[config.mk]
export PLATFORM = sky130hd
export DESIGN_NAME = mem_port_arbiter
export DESIGN_NICKNAME = d
export VERILOG_FILES = /design/src/rtl/mem_port_arbiter.sv
export SDC_FILE = /design/constraint.sdc
export NUM_CORES = 1
export LEC_CHECK = 0
export CELL_PAD_IN_SITES_DETAIL_PLACEMENT = 0
export CELL_PAD_IN_SITES_GLOBAL_PLACEMENT = 2
export CORE_MARGIN = 8
export CORE_UTILIZATION = 22
export DETAILED_ROUTE_END_ITERATION = 10
export PLACE_DENSITY = 0.89
export SYNTH_ARGS = -nofsm -noshare
export SYNTH_HDL_FRONTEND = slang
export SYNTH_SLANG_ARGS = --single-unit
[constraint.sdc]
create_clock -name clk -period 2.4 [get_ports clk]
set_input_delay 0.36 -clock clk [delete_from_list [all_inputs] [get_ports clk]]
set_output_delay 0.36 -clock clk [all_outputs]
set_load 0.01 [all_outputs]
[src/rtl/mem_port_arbiter.sv]
// Shares one 16-bit memory port between instruction fetch and load/store, with fixed wait states.
// Define MEM_ARB_STARVE_GUARD_EN to force a waiting fetch through after STARVE_LIMIT load/store grants.
module mem_port_arbiter #(
   parameter int WAIT_CYCLES  = 1,
   parameter int STARVE_LIMIT = 3
) (
   input  logic        clk,
   input  logic        reset,
   input  logic        pc_rd,
   input  logic [15:0] pc_addr,
   input  logic        ldst_rd,
   input  logic        ldst_wr,
   input  logic [15:0] ldst_addr,
   input  logic [15:0] ldst_wdata,
   input  logic [15:0] mem_rdata,
   output logic [15:0] mem_addr,
   output logic        mem_rd,
   output logic        mem_wr,
   output logic [15:0] mem_wdata,
   output logic        fetch_done,
   output logic [15:0] fetch_data,
   output logic        ldst_done,
   output logic [15:0] ldst_data,
   output logic        stall
);

   typedef enum logic [1:0] {IDLE, FETCH, LDST, DONE} state_t;

   localparam logic [2:0] WAIT_LOAD = 3'(WAIT_CYCLES);

   state_t     state;
   logic [2:0] wait_cnt;
   logic       ldst_req;
   logic       grant_ldst;

   assign ldst_req = ldst_rd | ldst_wr;
   assign stall    = (pc_rd | ldst_req) & ~(fetch_done | ldst_done);

`ifdef MEM_ARB_STARVE_GUARD_EN
   localparam int SW = (STARVE_LIMIT < 1) ? 1 : $clog2(STARVE_LIMIT + 1);

   logic [SW-1:0] starve_cnt;

   // Load/store loses its priority once a waiting fetch has been passed over STARVE_LIMIT times.
   assign grant_ldst = ldst_req & ~(pc_rd & (starve_cnt == SW'(STARVE_LIMIT)));

   always_ff @(posedge clk) begin
      if (reset) begin
         starve_cnt <= '0;
      end else if (state == IDLE) begin
         if (grant_ldst) begin
            if (!pc_rd)
               starve_cnt <= '0;
            else if (starve_cnt != SW'(STARVE_LIMIT))
               starve_cnt <= starve_cnt + SW'(1);
         end else if (pc_rd) begin
            starve_cnt <= '0;
         end
      end
   end
`else
   assign grant_ldst = ldst_req;
`endif

   always_ff @(posedge clk) begin
      if (reset) begin
         state      <= IDLE;
         wait_cnt   <= '0;
         mem_addr   <= '0;
         mem_rd     <= 1'b0;
         mem_wr     <= 1'b0;
         mem_wdata  <= '0;
         fetch_done <= 1'b0;
         ldst_done  <= 1'b0;
         fetch_data <= '0;
         ldst_data  <= '0;
      end else begin
         fetch_done <= 1'b0;
         ldst_done  <= 1'b0;
         case (state)
            IDLE: begin
               wait_cnt <= WAIT_LOAD;
               if (grant_ldst) begin
                  state     <= LDST;
                  mem_addr  <= ldst_addr;
                  mem_rd    <= ldst_rd;
                  mem_wr    <= ldst_wr;
                  mem_wdata <= ldst_wdata;
               end else if (pc_rd) begin
                  state    <= FETCH;
                  mem_addr <= pc_addr;
                  mem_rd   <= 1'b1;
                  mem_wr   <= 1'b0;
               end
            end
            FETCH, LDST: begin
               if (wait_cnt == 3'd0) begin
                  state  <= DONE;
                  mem_rd <= 1'b0;
                  mem_wr <= 1'b0;
                  if (state == FETCH) begin
                     fetch_data <= mem_rdata;
                     fetch_done <= 1'b1;
                  end else begin
                     // A store leaves the last load result untouched.
                     if (mem_rd)
                        ldst_data <= mem_rdata;
                     ldst_done <= 1'b1;
                  end
               end else begin
                  wait_cnt <= wait_cnt - 3'd1;
               end
            end
            default: state <= IDLE;
         endcase
      end
   end

endmodule

==> results by group <==
Global routing
  – Gr usage total: 0.109
  – Pin count of the biggest net entering global routing: 74
  – Antenna violations before repair: 0
  – M1 GR Usage: 0.125
  – Met3 usage: 0.0537
  – Vias in the first global route: just over 3000
  – First-pass GRT wire length: between 15000 and 20000 µm
  – GRT overflow: 0
  – GRT Max-Usage Layer: met2
  – Grt met2 use: 0.174

Worst setup path
  – Max stage delay cell, worst path: clkdlybuf4s50_1
  – Crit path depth: 4
  – Data arrival, critical path: 1.73 ns
  – Critical path required time: just over 2 ns
  – Buf+Inv Stages, Crit Path: 2
  – Element type at the critical path end: output port
  – Kind of cell adding the most delay to the critical path: buffers and inverters
  – Startpoint Class: input port
  – Worst Path Class, Setup: in2out
  – Worst r2r path cells: 6
  – CP max FO: 4
  – Worst path cell trace: clkdlybuf4s50_1 > nor3_4 > nor3_1 > clkdlybuf4s50_1
  – Most frequent CP cell: clkdlybuf4s50_1
  – Slowest Stage Delay on Critical Path: 0.50 ns

Timing
  – Hold Fails Final Rpt: 0
  – Unrepaired setup endpoints after global routing: false
  – Minimum clock period: approximately 2.1 ns
  – Final period util: 0.872
  – Worst clock skew: between 0.006 and 0.007 ns
  – Hold Slack: about 0.45 ns
  – Setup Viol. Count Final: 0
  – Measured slew at the worst slew-check pin: around 0.36 ns
  – Final Max Slew Viols: 0
  – FMAX: approximately 480 MHz
  – Setup TNS: 0 ns
  – Worst slew margin: 0.761

Pwr
  – Leak pwr: around 1.8 nW
  – Pwr dens: ~1000 nW/µm²
  – Combinational Power Share: 0.383
  – Sequential power share: 0.328
  – Sw Ratio: 0.316
  – Clock network fraction of total power: 0.289
  – Max VDD drop: between 0.0003 and 0.0004 V
  – Internal power: about 3.4 mW
  – Switching power of the nets: around 1.6 mW

Layout
  – Layout overhead on the synthesized area: 62.9%
  – Ant. Diodes: 0
  – Nets@finish: around 570
  – Layout Cells excl Fill: around 680
  – Layout cells sized above 1: 0.0840
  – Fin area: a little under 5000 µm²

Logic synthesis
  – Synth area leaders: dfxtp_1, nand2_1, a21oi_1
  – Share of the synthesized area in the top cell type: 0.487
  – Post-synth EDFFs: 0
  – Post-synth top flop: dfxtp_1
  – Synthesized area: approximately 3000 µm²
  – Commonest cells in the netlist: nand2_1, dfxtp_1, a21oi_1
  – Mapped Avg Cell Area: 8.29 µm²
  – Mapped Cells: between 300 and 400
  – Seq/Total Area, Yosys: 0.487
  – Net Count, Synth: 438
  – Flops & latches, synth: 73
  – Yosys warnings: 0
  – Most common cell in the synthesized netlist: nand2_1
  – Library cells used by synthesis: 30
  – Area leader, netlist: dfxtp_1
  – Post-synth ARST share: 0

Clock network
  – Clock Pin Slew Worst Setup and Hold Paths: 0.05 ns
  – Clk_lat worst skew: approximately 0.33 ns
  – Total CTS buffers: 9
  – Cts repair resizes: 0
  – CTS Root Buffer Type: clkbuf_16
  – Deepest clock path buffer count: 2
  – # clock sinks: 73
  – # hold bufs at CTS: 0
  – CTS tree: done
  – Postcts setup bufs: 0
  – H-tree levels: 3

Die
  – Die extent in y: ~130 µm
  – Core area: approximately 13000 µm²
  – Starting Density: 0.226
  – Die width: ~130 µm
  – Area of the die: about 18000 µm²
  – # IOs: 138
  – # rows: 42

Drt
  – DRT iter0 DRCs: between 100 and 150
  – Vias per inst: between 4 and 5
  – Remaining DRCs: 0
  – Routed Antenna Nets: 0
  – Avg WL per Cell: about 14 µm
  – Routed via count: just under 3000
  – DR pass1 iterations: 4
  – Total Wirelength: around 9400 µm

Place
  – Port buffer count: 137
  – Gp weighted congestion: between 0.7 and 0.8
  – DP Wirelength: 6890 µm
  – Inst Count DP: 660
  – DP Area: ~4600 µm²

Worst hold path
  – Worst Hold Depth: 2
  – Hold WC Path Type: reg2reg

Run status
  – Outcome: finished, final reports clean

Run
  – Max_cap viols: 0
## power groups by stage
| stage | Clock (mW) | Sequential, mW | Combinational (mW) |
|---|---|---|---|
| finish | 1.45 | 1.65 | 1.93 |
| CTS | 1.51 | 1.65 | 1.97 |
| global route | 1.57 | 1.69 | 2.14 |
| detailed placement | 0 | 1.68 | 1.96 |
| floorplan | 0 | 1.77 | 0.973 |
| global placement | 0 | 1.67 | 1.94 |
## registers in the layout, indices dropped and copies added, names as in the netlist
register	flops
wait_cnt	3
mem_rd	1
ldst_data	16
fetch_done	1
ldst_done	1
mem_addr	16
fetch_data	16
state	2
mem_wdata	16
mem_wr	1
## final timing paths
| kind | to | slack [ns] | from |
|---|---|---|---|
| max | stall | 0.31 | ldst_wr |
| min | mem_wdata[3] | 0.45 | mem_wdata[3] |
| max reg2reg | mem_rd | 0.51 | state[0] |
| min reg2reg | mem_wdata[3] | 0.45 | mem_wdata[3] |
## logic make-up (layout without fill, tap and decap cells)
| group | after synthesis | after routing | synth area share |
|---|---|---|---|
| adder cells (fa/ha/maj) | 7 | 7 | 0.0292 |
| flip-flops | 73 | 73 | 0.487 |
| buffers and inverters | 32 | 170 | 0.0517 |
| AO/OA/AOI/OAI | 88 | 88 | 0.193 |
| multiplexers | 5 | 5 | 0.0167 |
| AND/OR/NAND/NOR | 157 | 157 | 0.223 |
## layout make-up
type,instances,area (µm²)
clock buffer,14,264
sequential,73,1460
timing repair buffer,148,1470
clock inverter,2,60.1
tap,176,220
fill,1399,8410
multi-input combinational,257,1390
inverter,6,22.5
## routing by layer
layer / part of all wire / vias to the layer above
li1: - / 1472
met1: 0.44 / 1313
met2: 0.46 / 100
met3: 0.089 / 6
met4: 0.0077 / 0
met5: 0 / -
## worst register-to-register path: stages (launching register included)
cell and delay [ns]:
dfxtp_1 0.41, inv_1 0.09, ha_1 0.43, nand2b_1 0.26, a22oi_1 0.30, mux2i_1 0.23
nor2_1 0.05
## cells in the final DEF, fill, tap and decap left out, types with 2 or more instances in the layout
cell type and instances:
clkdlybuf4s50_1 136, nand2_1 117, dfxtp_1 73, a21oi_1 52
nor2_1 21, o21ai_0 16, a311oi_2 10, clkbuf_16 9
buf_4 9, ha_1 7, inv_1 6, a311oi_1 6
mux2i_1 5, nor3_1 3, nand2b_1 3, nor2b_1 3
clkbuf_1 3, bufinv_16 2, clkbuf_8 2, buf_12 2
## stage by stage
stage          power [mW]  setup slack [ns]  utilization
2_1_floorplan        2.75             0.670            -
6_report             5.03             0.307        0.368
4_1_cts              5.13             0.277        0.368
5_1_grt              5.40             0.208        0.368
3_5_place_dp         3.63             0.277        0.343
3_3_place_gp         3.61             0.276        0.343
No activity file was read; power rests on OpenSTA's default activity.
==> edit 1 (same settings) <==
Re-encode `state_t` (4 states) as one-hot, 4 bits wide.
--- a/src/rtl/mem_port_arbiter.sv
+++ b/src/rtl/mem_port_arbiter.sv
@@ -24,7 +24,7 @@
    output logic        stall
 );
 
-   typedef enum logic [1:0] {IDLE, FETCH, LDST, DONE} state_t;
+   typedef enum logic [3:0] {IDLE = 4'b0001, FETCH = 4'b0010, LDST = 4'b0100, DONE = 4'b1000} state_t;
 
    localparam logic [2:0] WAIT_LOAD = 3'(WAIT_CYCLES);
 
Behaviour: no difference found for any inputs over 10 cycles, from zero or initial values and one cycle with reset high; not proved beyond that.
==> edit 1 against the unedited design <==
- sequential cell count grew 2
- global-route usage is 1.5 points higher
- wire length grew 20%
- synthesized area rose by 6.5%
- highest routed layer unchanged
- setup slack got worse by 0.068 ns
- final cell count grew 1.3%
- cell area is 2.3% higher
Power is not compared: it rests on default switching activity, and its combinational part moved more than twofold at a synthesized area within 25%.
==> edit 1: results <==
{
  "status": "completed",
  "clockBufferCount": 11,
  "track_usage_pct": 12.3,
  "ys_types": 43,
  "clkCellAreaFrac_pct": 6.53,
  "grt_pass1_wl_um": 18000,
  "dr.first_iter.drc_count": 195,
  "placed_cell_area_um2": 4670,
  "yosysSeqAreaShare_pct": 47.0,
  "wirelength_um": 11300,
  "place_ws_ns": 0.216,
  "syn_nets": 451,
  "via_per_inst": 4.87,
  "crit_fanout": 6,
  "synth_area_leaders": "dfxtp_1 47%, a21oi_1 10%, nand3_1 7.5%",
  "tightestPinTransition_ns": 0.775,
  "nFlopsAndLatches": 75,
  "dieArea_um2": 18600,
  "synth_xor_area_share_pct": 0.548,
  "netlist_instances": 380,
  "layout.nets": 568,
  "hpwlAfterDp_um": 8000,
  "crit_path_max_incr_delay_ns": 0.58,
  "fillCellCount": 1487,
  "drive_gt1_share_pct": 6.59,
  "buffers": 145,
  "synth_top_area_share_pct": 47.0,
  "crit_arrival_ns": 1.80,
  "placedCellCount": 670,
  "drt_pre_antenna_iters": 5,
  "synth_compound_area_share_pct": 25.5,
  "seq_area_um2": 1500,
  "grt_pass1_vias": 3368
}
edit 1: changes by cell type after synthesis, sizes merged, moves of 3 or more:
cell    unedited run  this run
nor2              22         6
clkbuf            11        25
mux2i              5         1
ha                 7         2
a21oi             52        67
nand2            117        33
o21ai             17        50
nor4b              0         3
nand3              0        48
edit 1: power groups by stage:
stage	sequential [mW]	clock (mW)	combinational, mW
2_1_floorplan	1.48	0	0.460
3_3_place_gp	1.45	0	0.894
3_5_place_dp	1.45	0	0.902
4_1_cts	1.43	1.54	0.905
5_1_grt	1.45	1.59	0.981
6_report	1.43	1.49	0.890
edit 1: final timing paths:
kind,startpoint,endpoint,slack [ns],depth (start not counted)
worst min-delay path,fetch_data[10],fetch_data[10],0.47,2
worst max-delay path,ldst_wr,stall,0.24,4
worst max register to register,state[0],mem_addr[12],0.52,3
worst min register to register,fetch_data[10],fetch_data[10],0.47,2
edit 1: metal layers:
metal	track usage, %	share of wire (%)
met3	6.42	12
met1	14.4	43
met5	0	0
met4	3.42	0.86
met2	19.3	45
==> edit 2 (same settings) <==
Made on the original files. Build with the macro `MEM_ARB_STARVE_GUARD_EN` defined.
--- a/src/rtl/mem_port_arbiter.sv
+++ b/src/rtl/mem_port_arbiter.sv
@@ -1,5 +1,7 @@
 // Shares one 16-bit memory port between instruction fetch and load/store, with fixed wait states.
 // Define MEM_ARB_STARVE_GUARD_EN to force a waiting fetch through after STARVE_LIMIT load/store grants.
+`define MEM_ARB_STARVE_GUARD_EN
+
 module mem_port_arbiter #(
    parameter int WAIT_CYCLES  = 1,
    parameter int STARVE_LIMIT = 3
Formal check against the unedited RTL: no difference found for any inputs over 10 cycles, from zero or initial values and one cycle with reset high; that may be too few to reach the edited logic, so the function may still have changed.
==> edit 2 against the unedited design <==
- total power increased by 3.8%
- maximum frequency decreased by 5.1%
- sequential cell count increased by 2
- cell area increased by 2.8%
- clock power increased by 8%
- final cell count increased by 1.9%
- setup slack got worse by 0.11 ns
- wire length increased by 13%
- synthesized area increased by 3.8%
- non-clock buffer count increased by 1
==> edit 2: results <==
{
  "grt_use_met1_pct": 13.6,
  "grt_pass1_vias": 3260,
  "vdd_drop_max_mv": 0.287,
  "p_sw_mw": 1.72,
  "wl_per_cell_um": 15.5,
  "status": "completed",
  "dr.first_iter.drc_count": 143,
  "synth_mux_area_share_pct": 0.643,
  "powerDensity_nw_per_um2": 1040,
  "grt_pass1_wl_um": 16900,
  "routed-wl-met3_um": 810,
  "tightestPinTransition_ns": 0.763,
  "crit_path_max_incr_delay_ns": 0.60,
  "syn_nets": 451,
  "synth_area_leaders": "dfxtp_1 48%, a21oi_1 8.8%, nand2_1 7.8%",
  "hold_end": "fetch_data[2]",
  "p_leak_nw": 1.78,
  "drive_gt1_share_pct": 6.48,
  "ys_types": 36,
  "reg2reg_depth": 5,
  "crit_fanout": 6,
  "r2r-end": "state[0]",
  "r2r_slack_ns": 0.43,
  "hold_start": "fetch_data[2]",
  "track_usage_pct": 11.6,
  "clkTransAtPathRegs_ns": 0.06,
  "grt_use_met3_pct": 3.90,
  "placed_cell_area_um2": 4680,
  "via_per_inst": 4.60,
  "place_ws_ns": 0.141,
  "layout.nets": 579,
  "netlist_instances": 376,
  "r2r_start": "state[1]",
  "wl_met1_um": 4760,
  "hpwlAfterDp_um": 7770,
  "routabilityCongestion": 0.735,
  "wl_met2_um": 4900,
  "grt.met2_usage_pct": 18.6,
  "placedCellCount": 673,
  "fillCellCount": 1397,
  "pwr-share-seq_pct": 31.9,
  "synth_compound_area_share_pct": 22.2,
  "yosysSeqAreaShare_pct": 48.2,
  "synth_fa_ha_area_share_pct": 2.41,
  "wirelength_um": 10700
}
-- edit 2: changes by cell type after synthesis, moves of 4 or more --
| cell | before | now |
|---|---|---|
| a311oi_1 | 6 | 16 |
| a311oi_2 | 10 | 0 |
| buf_4 | 4 | 0 |
| clkbuf_1 | 11 | 21 |
| nand2_1 | 117 | 65 |
| nand3_1 | 0 | 16 |
| nand3b_1 | 1 | 16 |
| o21ai_0 | 16 | 37 |
-- edit 2: worst min-delay path, stage by stage (launching register included) --
cell     delay, ns
dfxtp_1       0.30
nand2_1       0.05
a21oi_1       0.05
-- edit 2: final cells by class --
type	instances	area (um2)	area share [%]
clock buffer	11	243	4.83
inverter	6	22.5	0.448
sequential	75	1500	29.9
clock inverter	5	100	1.99
tap	180	225	4.48
multi-input combinational	263	1470	29.2
timing repair buffer	149	1470	29.2
-- edit 2: kinds of logic after synthesis --
| logic type | after synthesis |
|---|---|
| simple gates | 137 |
| compound gates | 118 |
| flops | 75 |
| buf+inv | 38 |
| fa+ha+maj | 6 |
| mux | 2 |
